===== src/rtl/mem_port_arbiter.sv =====
// Round-robin arbiter sharing one MMU memory port between the vector unit (port 0)
// and Ibex (port 1), one transaction in flight, with a watchdog on hung accesses.
module mem_port_arbiter #(
  parameter int ADDR_W         = 32,
  parameter int DATA_W         = 32,
  parameter int TIMEOUT_CYCLES = 1024
) (
  input  logic              clk,
  input  logic              rst,
  input  logic              p0_req_i,
  input  logic [ADDR_W-1:0] p0_addr_i,
  input  logic              p0_we_i,
  input  logic [DATA_W/8-1:0] p0_be_i,
  input  logic [DATA_W-1:0] p0_wdata_i,
  output logic              p0_gnt_o,
  output logic              p0_rvalid_o,
  output logic              p0_err_o,
  output logic [DATA_W-1:0] p0_rdata_o,
  input  logic              p1_req_i,
  input  logic [ADDR_W-1:0] p1_addr_i,
  input  logic              p1_we_i,
  input  logic [DATA_W/8-1:0] p1_be_i,
  input  logic [DATA_W-1:0] p1_wdata_i,
  output logic              p1_gnt_o,
  output logic              p1_rvalid_o,
  output logic              p1_err_o,
  output logic [DATA_W-1:0] p1_rdata_o,
  output logic              mem_req_o,
  output logic [ADDR_W-1:0] mem_addr_o,
  output logic              mem_we_o,
  output logic [DATA_W/8-1:0] mem_be_o,
  output logic [DATA_W-1:0] mem_wdata_o,
  input  logic              mem_rvalid_i,
  input  logic              mem_err_i,
  input  logic [DATA_W-1:0] mem_rdata_i
);

  localparam int BE_W  = DATA_W / 8;
  localparam int CNT_W = $clog2(TIMEOUT_CYCLES + 1);
  localparam logic [CNT_W-1:0] CNT_LIMIT = CNT_W'(TIMEOUT_CYCLES);

  typedef enum logic [1:0] {IDLE, ISSUE, DONE} state_t;

  state_t              state, state_next;
  logic                owner, last_grant;
  logic [ADDR_W-1:0]   addr_q;
  logic                we_q;
  logic [BE_W-1:0]     be_q;
  logic [DATA_W-1:0]   wdata_q;
  logic [CNT_W-1:0]    cnt;
  logic [DATA_W-1:0]   rdata_q;
  logic                err_q;

  logic                take, pick, cap_en, cap_err;
  logic [DATA_W-1:0]   cap_data;

  // Downstream completion beats the watchdog when both land on the same edge.
  always_comb begin
    state_next = state;
    take       = 1'b0;
    pick       = owner;
    cap_en     = 1'b0;
    cap_err    = 1'b0;
    cap_data   = '0;
    case (state)
      IDLE: begin
        if (p0_req_i && p1_req_i) begin
          take = 1'b1;
          pick = ~last_grant;
        end else if (p0_req_i) begin
          take = 1'b1;
          pick = 1'b0;
        end else if (p1_req_i) begin
          take = 1'b1;
          pick = 1'b1;
        end
        if (take) state_next = ISSUE;
      end
      ISSUE: begin
        if (mem_rvalid_i || mem_err_i) begin
          cap_en     = 1'b1;
          cap_err    = mem_err_i;
          cap_data   = mem_rdata_i;
          state_next = DONE;
        end else if (cnt == CNT_LIMIT) begin
          cap_en     = 1'b1;
          cap_err    = 1'b1;
          state_next = DONE;
        end
      end
      DONE:    state_next = IDLE;
      default: state_next = IDLE;
    endcase
  end

  always_ff @(posedge clk or negedge rst) begin
    if (!rst) begin
      state      <= IDLE;
      owner      <= 1'b0;
      last_grant <= 1'b1;
      addr_q     <= '0;
      we_q       <= 1'b0;
      be_q       <= '0;
      wdata_q    <= '0;
      cnt        <= '0;
      rdata_q    <= '0;
      err_q      <= 1'b0;
    end else begin
      state <= state_next;
      if (take) begin
        owner      <= pick;
        last_grant <= pick;
        addr_q     <= pick ? p1_addr_i  : p0_addr_i;
        we_q       <= pick ? p1_we_i    : p0_we_i;
        be_q       <= pick ? p1_be_i    : p0_be_i;
        wdata_q    <= pick ? p1_wdata_i : p0_wdata_i;
        cnt        <= '0;
      end else if (state == ISSUE && !cap_en) begin
        cnt <= cnt + 1'b1;
      end
      if (cap_en) begin
        rdata_q <= cap_data;
        err_q   <= cap_err;
      end
    end
  end

  logic issue, done, busy;
  assign issue = (state == ISSUE);
  assign done  = (state == DONE);
  assign busy  = (state != IDLE);

  assign p0_gnt_o    = busy & ~owner;
  assign p1_gnt_o    = busy & owner;
  assign mem_req_o   = issue;
  assign mem_addr_o  = issue ? addr_q  : '0;
  assign mem_we_o    = issue & we_q;
  assign mem_be_o    = issue ? be_q    : '0;
  assign mem_wdata_o = issue ? wdata_q : '0;

  assign p0_rvalid_o = done & ~owner;
  assign p0_err_o    = done & ~owner & err_q;
  assign p0_rdata_o  = (done & ~owner) ? rdata_q : '0;
  assign p1_rvalid_o = done & owner;
  assign p1_err_o    = done & owner & err_q;
  assign p1_rdata_o  = (done & owner) ? rdata_q : '0;

endmodule


===== config.mk =====
export PLATFORM = sky130hd
export DESIGN_NAME = mem_port_arbiter
export DESIGN_NICKNAME = d
export VERILOG_FILES = /design/src/rtl/mem_port_arbiter.sv
export SDC_FILE = /design/constraint.sdc
export NUM_CORES = 1
export LEC_CHECK = 0
export CELL_PAD_IN_SITES_DETAIL_PLACEMENT = 1
export CELL_PAD_IN_SITES_GLOBAL_PLACEMENT = 1
export CORE_UTILIZATION = 26
export CTS_BUF_LIST = sky130_fd_sc_hd__clkbuf_16
export CTS_CLUSTER_DIAMETER = 100
export CTS_CLUSTER_SIZE = 24
export DETAILED_ROUTE_END_ITERATION = 8
export MAX_ROUTING_LAYER = met4
export PLACE_DENSITY = 0.84
export SLEW_MARGIN = 20
export SYNTH_ARGS = -nofsm -noshare
export SYNTH_HDL_FRONTEND = slang
export SYNTH_SLANG_ARGS = --single-unit

===== constraint.sdc =====
create_clock -name clk -period 1.8 [get_ports clk]
set_clock_uncertainty 0.2 [all_clocks]
set_input_delay 0.36 -clock clk [delete_from_list [all_inputs] [get_ports clk]]
set_output_delay 0.36 -clock clk [all_outputs]
set_load 0.01 [all_outputs]

==> impl_summary.txt, run 1 <==
----------------------------------------------------
[Logic synthesis]
  Cell count after synthesis ... 608
  Post-synth top area share ... 48.0%
  Ys flop type ... sky130_fd_sc_hd__dfrtp_1
  Cell area after synthesis ... 0.00604 mm^2
  Net count after synthesis ... 786
  Warnings from Yosys ... 0
  Most repeated cell in the gate-level netlist after synthesis ... sky130_fd_sc_hd__and2_1
  Post-synth EDFFs ... 0
  List of most frequent post-synthesis cells ... 135 x sky130_fd_sc_hd__and2_1, 116 x sky130_fd_sc_hd__dfrtp_1, 72 x sky130_fd_sc_hd__nand2_1, 69 x sky130_fd_sc_hd__mux2i_1, 69 x sky130_fd_sc_hd__o21ai_1
  Largest area contributor in the synthesized netlist ... sky130_fd_sc_hd__dfrtp_1
  Count of distinct cell types in the synthesized netlist ... 42
  Share of flip-flops with an asynchronous set or reset after synthesis ... 100%
  Cells taking the most area after synthesis ... sky130_fd_sc_hd__dfrtp_1 48%, sky130_fd_sc_hd__and2_1 14%, sky130_fd_sc_hd__mux2i_1 11%
  Portion of the post-synthesis area used by sequential elements ... 48.5%
  Mean area per synthesized cell ... 9.94 um^2
  Flip-flop and latch count after synthesis ... 117

[Pwr]
  Peak supply drop ... 0.000663 V
  Combinational group share of total power ... 58.7%
  Total power of the final layout ... 19.7 mW
  Internal Power ... 12.4 mW
  Static Leak ... 5.45 nW
  Reg power frac ... 23.7%
  Clock network power share ... 17.6%
  Total power density per cell area ... 1690 mW/mm^2
  Switching Fraction ... 37.2%
  Net Switching ... 7.35 mW

[Timing]
  Setup slack of the critical path after layout ... -444 ps
  Maximum frequency from static timing analysis ... 446 MHz
  Final critical delay including setup and external delays ... 2240 ps
  Worst-case headroom to the max-slew limit ... 69.2%
  Least-Margin Pin Slew ... 460 ps
  Final setup violation count ... 255
  Count of endpoints failing hold in the final timing report ... 0
  Fin Hold WS ... 279 ps
  Post-route fraction of the period consumed by the critical path ... 125%
  Final count of pins violating max slew ... 0
  Unrepaired setup endpoints after global routing ... yes

[Layout]
  Count of filler cells inserted in the layout ... 2448
  Count of antenna diodes in the layout ... 0
  Layout overhead on the synthesized area ... 93.0%
  Multi-input gate area in the final layout ... 0.00328 mm^2
  Final cell utilization of the core ... 51.3%
  Fraction of layout instances using a drive strength above 1 ... 39.6%
  # nets final ... 1185
  Reg area ... 0.00293 mm^2

[Global routing]
  Global-route total usage across every layer ... 22.2%
  First-pass GRT wire length ... 39100 um
  Via count of the first global-routing pass ... 7014
  Residual overflow from global routing ... 0
  Maximum number of pins on one net before global-route repair ... 62
  Antenna violations before repair ... 0

[Floorplanning]
  Number of cell rows ... 55
  Die height ... 154 um
  Number of top-level pins ... 316
  Die ar. ... 0.0239 mm^2
  Width of the die ... 154 um
  Initial core utilization ... 26.6%
  Std-Cell Core Area ... 0.0227 mm^2

[Placed design]
  HPWL after DPL ... 16700 um
  Input/output buffers ... 315
  Final weighted congestion in routability-driven placement ... 0.833

[Clock tree]
  Insertion delay to the later sink of the worst-skew pair ... 420 ps
  CTS Buf Count ... 17
  H-tree depth ... 4
  Worst-case clock buffer depth ... 2
  Clock tree from TritonCTS ... yes
  Clock edge transition at the registers on the reported setup and hold paths ... 70 ps
  Library cell used as clock root buffer ... sky130_fd_sc_hd__clkbuf_16
  Clock net sink count ... 117

[Critical path]
  Ordered list of cells on the worst path ... buf_6 > or3b_4 > o22ai_4 > buf_12 > buf_8 > buf_12 > mux2i_1 > o21ai_1
  Number of buffer and inverter instances along the worst setup path ... 4
  Instance count on the critical path ... 8
  Path depth of the worst reg2reg path ... 8
  Cell type group with the largest total delay on the critical path ... buffers and inverters
  Worst flop-to-flop path startpoint ... state[0]
  Endpoint of the lowest-slack register-to-register path ... wdata_q[4]
  Capture point of the worst path ... wdata_q[4]
  Cell with the biggest individual delay on the critical path ... sky130_fd_sc_hd__dfrtp_2
  Critical path class ... flop to flop
  Critical Path AT ... 2340 ps
  Setup crit end kind ... flop
  Delay of the slowest cell on the worst path ... 470 ps
  Required time of the critical path ... 1900 ps
  Most frequent CP cell ... sky130_fd_sc_hd__buf_12
  Slack of the worst reg-to-reg path ... -440 ps
  Maximum fanout along the worst path ... 7
  Launching element type of the critical path ... flop
  Worst setup path start ... state[0]

[Status]
  Result of the run ... complete, but fails checks
  Failing checks ... setup timing

[Routing]
  Post-detailed-route wirelength per cell ... 20.2 um
  Average vias per placed instance ... 4.76
  Post-route DRC violation count ... 0
  Vias ... 6208
  Final wirelength ... 26400 um
  1st-pass router iterations ... 4
  1st-iter DRT viols ... 207
  Antenna viol nets, final ... 0

[Flow run]
  Max-cap violations ... 0

[Hold path]
  Worst hold path class ... flop to flop

----------------------------------------------------
## registers in the layout, indices dropped and copies added, names as in the netlist
register	cells
we_q	1
wdata_q	32
rdata_q	32
cnt	11
addr_q	32
last_grant	1
owner	1
state	2
err_q	1
be_q	4
## worst min-delay path, stage by stage (launching register included)
cell and delay (ps):
sky130_fd_sc_hd__dfrtp_1 340, sky130_fd_sc_hd__nand2_1 60, sky130_fd_sc_hd__o21ai_2 50
## worst min-delay path by stage
stage                     from           to  cells past startpoint
floorplan                  rst    addr_q[0]                      0
global placement           rst  rdata_q[27]                      2
detailed placement         rst  rdata_q[27]                      2
CTS                    be_q[3]      be_q[3]                      2
global route        addr_q[18]   addr_q[18]                      2
finish              addr_q[30]   addr_q[30]                      2
## cell usage in the layout, fill, tap and decap left out, drive strengths merged, types with 2 or more instances in the layout
master,netlist,layout
and4,2,2
or4,3,3
a21oi,4,4
nand3,3,3
mux2i,69,69
buf,15,245
a22o,33,33
clkinvlp,0,3
nor3b,2,2
and2,135,135
clkbuf,31,23
inv,6,16
nor2b,2,2
dfrtp,116,116
xor2,2,2
nand2,72,72
clkdlybuf4s50,0,174
nor4,2,2
o311ai,2,2
or3,3,3
o31ai,3,3
nor2,7,7
o21ai,75,75
o41ai,2,2
ha,2,2
nand4,4,4
## power by group through the flow
stage                     clock, mW  combinational, mW  sequential [mW]
after global routing           3.65               12.3             4.81
after floorplan                   0               4.45             4.33
after global placement            0               8.39             4.48
final                          3.48               11.6             4.69
after CTS                      3.53               10.7             4.63
after detailed placement          0               8.67             4.59
## area by class of cell
cell class	count	area share (%)
clock buffers	17	3.65
clock inverters	15	1.38
inverters	6	0.258
multi-input cells	439	28.2
flip-flops and latches	117	25.1
well taps	285	3.06
repair buffers	426	38.4
## what timing repair did
item / CTS / global route
pin swaps: 44 / 15
hold endpoints to repair: 116 / 0
gates resized for setup: 737 / 93
buffers inserted: 21 / 9
setup endpoints to repair: 249 / 255
hold buffers: 1 / 0
gates cloned: 13 / 8
## logic make-up (layout without fill, tap and decap cells)
logic type	count (synthesis)	after routing	synth area share, %
AOI/OAI and AO/OA	124	124	13.0
xor gates and xnor gates	3	3	0.435
adders and majority gates	2	2	0.414
buffers and inverters	52	464	4.31
DFF	117	117	48.5
muxes	69	69	11.4
and+or+nand+nor	241	241	21.9
## per-stage QoR
stage / instance area, um^2 / std cells / setup slack [ps] / TNS, ps
after CTS: 11200 / 1297 / -531 / -88870
after detailed placement: 10100 / 1232 / -663 / -108000
after floorplan: 6060 / 608 / -10.1 / -654
after global routing: 11700 / 1305 / -494 / -99810
after global placement: 10100 / 1232 / -587 / -100840
final: 11700 / 1305 / -444 / -85470
## metal layers
metal	track usage [%]	share of wire, %	up-vias
li1	-	-	2892
met1	24.1	41	3059
met2	39.4	53	220
met5	-	0	-
met4	7.59	2.0	0
met3	5.27	4.6	37
(Power assumes the default switching activity.)
==> inputs of run 2 (changes only) <==
--- a/config.mk
+++ b/config.mk
@@ -12,6 +12,7 @@
 export CTS_CLUSTER_DIAMETER = 100
 export CTS_CLUSTER_SIZE = 24
 export DETAILED_ROUTE_END_ITERATION = 8
+export GPL_TIMING_DRIVEN = 0
 export MAX_ROUTING_LAYER = met4
 export PLACE_DENSITY = 0.84
 export SLEW_MARGIN = 20
==> run 2 against run 1 <==
- final cell count grew 1.2%
- combinational power up 9%
- the run still ends with setup timing left
- maximum frequency down 6.5%
- sequential share of layout area fell by 1.6 points
- largest power group unchanged
- worst hold slack gained 3.9 ps
- flip-flop and latch count stayed put
- via count rose by 2.7%
==> impl_summary.txt, run 2 (synthesis gave the netlist of run 1 again) <==
----------------------------------------------------
[Layout]
  Leading registers by flop count ... addr_q (32), rdata_q (32), wdata_q (32)
  Leading cell type in the layout, fill and taps excluded ... sky130_fd_sc_hd__clkdlybuf4s50_1
  # nets final ... 1201
  Count of antenna diodes in the layout ... 0
  Fraction of layout instances using a drive strength above 1 ... 46.4%
  Layout overhead on the synthesized area ... 107%
  Leading cell types in the layout, fill and taps excluded ... 174 x sky130_fd_sc_hd__clkdlybuf4s50_1, 164 x sky130_fd_sc_hd__buf_6, 122 x sky130_fd_sc_hd__and2_4
  Count of filler cells inserted in the layout ... 2345

[Timing]
  Unrepaired setup endpoints after global routing ... yes
  Final setup violation count ... 250
  Final count of pins violating max slew ... 0
  Least-Margin Pin Slew ... 593 ps
  Final critical delay including setup and external delays ... 2400 ps
  Count of endpoints failing hold in the final timing report ... 0
  Maximum frequency from static timing analysis ... 417 MHz
  Worst-case headroom to the max-slew limit ... 60.5%
  Post-route fraction of the period consumed by the critical path ... 133%
  Setup slack of the critical path after layout ... -599 ps
  Fin Hold WS ... 283 ps

[Pwr]
  Static Leak ... 5.68 nW
  Peak supply drop ... 0.000762 V
  Total power density per cell area ... 1690 mW/mm^2

[Routing]
  Final wirelength ... 27400 um
  1st-iter DRT viols ... 171
  1st-pass router iterations ... 4
  Average vias per placed instance ... 4.83
  Vias ... 6377
  Antenna viol nets, final ... 0
  Post-route DRC violation count ... 0
  Post-detailed-route wirelength per cell ... 20.7 um

[Placed design]
  HPWL after DPL ... 16800 um
  Input/output buffers ... 315
  Post-placement worst setup slack ... -1010 ps
  Final weighted congestion in routability-driven placement ... 0.783

[Clock tree]
  Clock edge transition at the registers on the reported setup and hold paths ... 60 ps
  Clock net sink count ... 117
  CTS Buf Count ... 17
  H-tree depth ... 4
  Worst-case clock buffer depth ... 2
  Insertion delay to the later sink of the worst-skew pair ... 420 ps
  Library cell used as clock root buffer ... sky130_fd_sc_hd__clkbuf_16
  Clock tree from TritonCTS ... yes

[Status]
  Result of the run ... complete, but fails checks
  Failing checks ... setup timing

[Floorplanning]
  Initial core utilization ... 26.6%
  Std-Cell Core Area ... 0.0227 mm^2
  Die height ... 154 um
  Number of cell rows ... 55
  Number of top-level pins ... 316
  Width of the die ... 154 um
  Die ar. ... 0.0239 mm^2

[Critical path]
  Required time of the critical path ... 1240 ps
  Maximum fanout along the worst path ... 6
  Critical path class ... flop to output port
  Setup crit end kind ... output port
  Critical Path AT ... 1840 ps
  Launching element type of the critical path ... flop

[Global routing]
  First-pass GRT wire length ... 36600 um
  Maximum number of pins on one net before global-route repair ... 62
  Antenna violations before repair ... 0
  Via count of the first global-routing pass ... 6534
  Global-route total usage across every layer ... 20.6%
  Residual overflow from global routing ... 0

[Hold path]
  Worst hold path class ... primary input to asynchronous set/reset pin

[Flow run]
  Max-cap violations ... 0

----------------------------------------------------
==> run 2: changes by cell type in the layout (fill, tap and decap cells not counted), sizes merged <==
cell          delta
buf             -13
bufinv           +3
clkbuf          +28
inv              -8
dlymetal6s2s     +1
clkinvlp         -2
clkinv           +7
==> run 2: area by class of cell <==
class | instances | area, um^2 | area share (%)
repair buffers | 399 | 4350 | 34.8
multi-input cells | 439 | 3600 | 28.8
clock buffers | 17 | 425 | 3.41
flip-flops and latches | 117 | 2940 | 23.5
clock inverters | 15 | 203 | 1.62
well taps | 285 | 357 | 2.86
plain buffers | 43 | 577 | 4.62
inverters | 6 | 35.0 | 0.281
==> run 2: per-layer routing <==
metal	share of wire, %	GRT usage (%)	wire length, um	vias to the layer above
li1	-	-	-	2926
met3	4.7	4.96	1300	31
met2	54	36.2	14700	222
met5	0	-	0	-
met1	40	23.4	10900	3198
met4	1.8	5.28	481	0
==> run 2: per-stage QoR <==
step	power (mW)	setup TNS [ps]	std cells	area [um^2]	util, %
floorplan	8.78	-654	608	6060	-
CTS	17.5	-96800	1284	10800	47.6
finish	21.1	-103920	1321	12500	55.0
detailed placement	12.4	-187150	1209	9600	42.3
global route	22.1	-116300	1321	12500	55.0
global placement	12.1	-735540	1208	9570	42.1
==> run 2: report_power, final <==
group,switching (mW),internal (mW),leakage (nW)
combinational,5.38,7.33,3.93
clock,1.32,2.33,0.306
sequential,0.857,3.86,1.45
total,7.56,13.5,5.68
==> run 2: worst max-delay path, cell delays in order (launching register included) <==
cell and delay, ps:
sky130_fd_sc_hd__dfrtp_2 480, sky130_fd_sc_hd__and3b_2 380, sky130_fd_sc_hd__buf_8 140, sky130_fd_sc_hd__buf_6 110, sky130_fd_sc_hd__buf_6 90, sky130_fd_sc_hd__and2_4 130, sky130_fd_sc_hd__buf_6 90
==> run 2: final timing paths <==
path	from	end	slack, ps	cells past startpoint
min	rst	wdata_q[13]	280	2
min reg2reg	addr_q[21]	addr_q[21]	280	2
max	state[0]	p1_rdata_o[4]	-600	6
max reg2reg	state[0]	wdata_q[9]	-530	8
min in group clk	addr_q[21]	addr_q[21]	280	2
max in group asynchronous	rst	last_grant	380	3
==> run 2: timing repair <==
| item | 4_1_cts | 5_1_grt |
|---|---|---|
| hold buffers | 1 | 0 |
| gates cloned | 7 | 18 |
| gates resized for setup | 770 | 301 |
| setup endpoints to repair | 251 | 254 |
| buffers inserted | 36 | 24 |
| hold endpoints to repair | 56 | 0 |
| pin swaps | 35 | 67 |
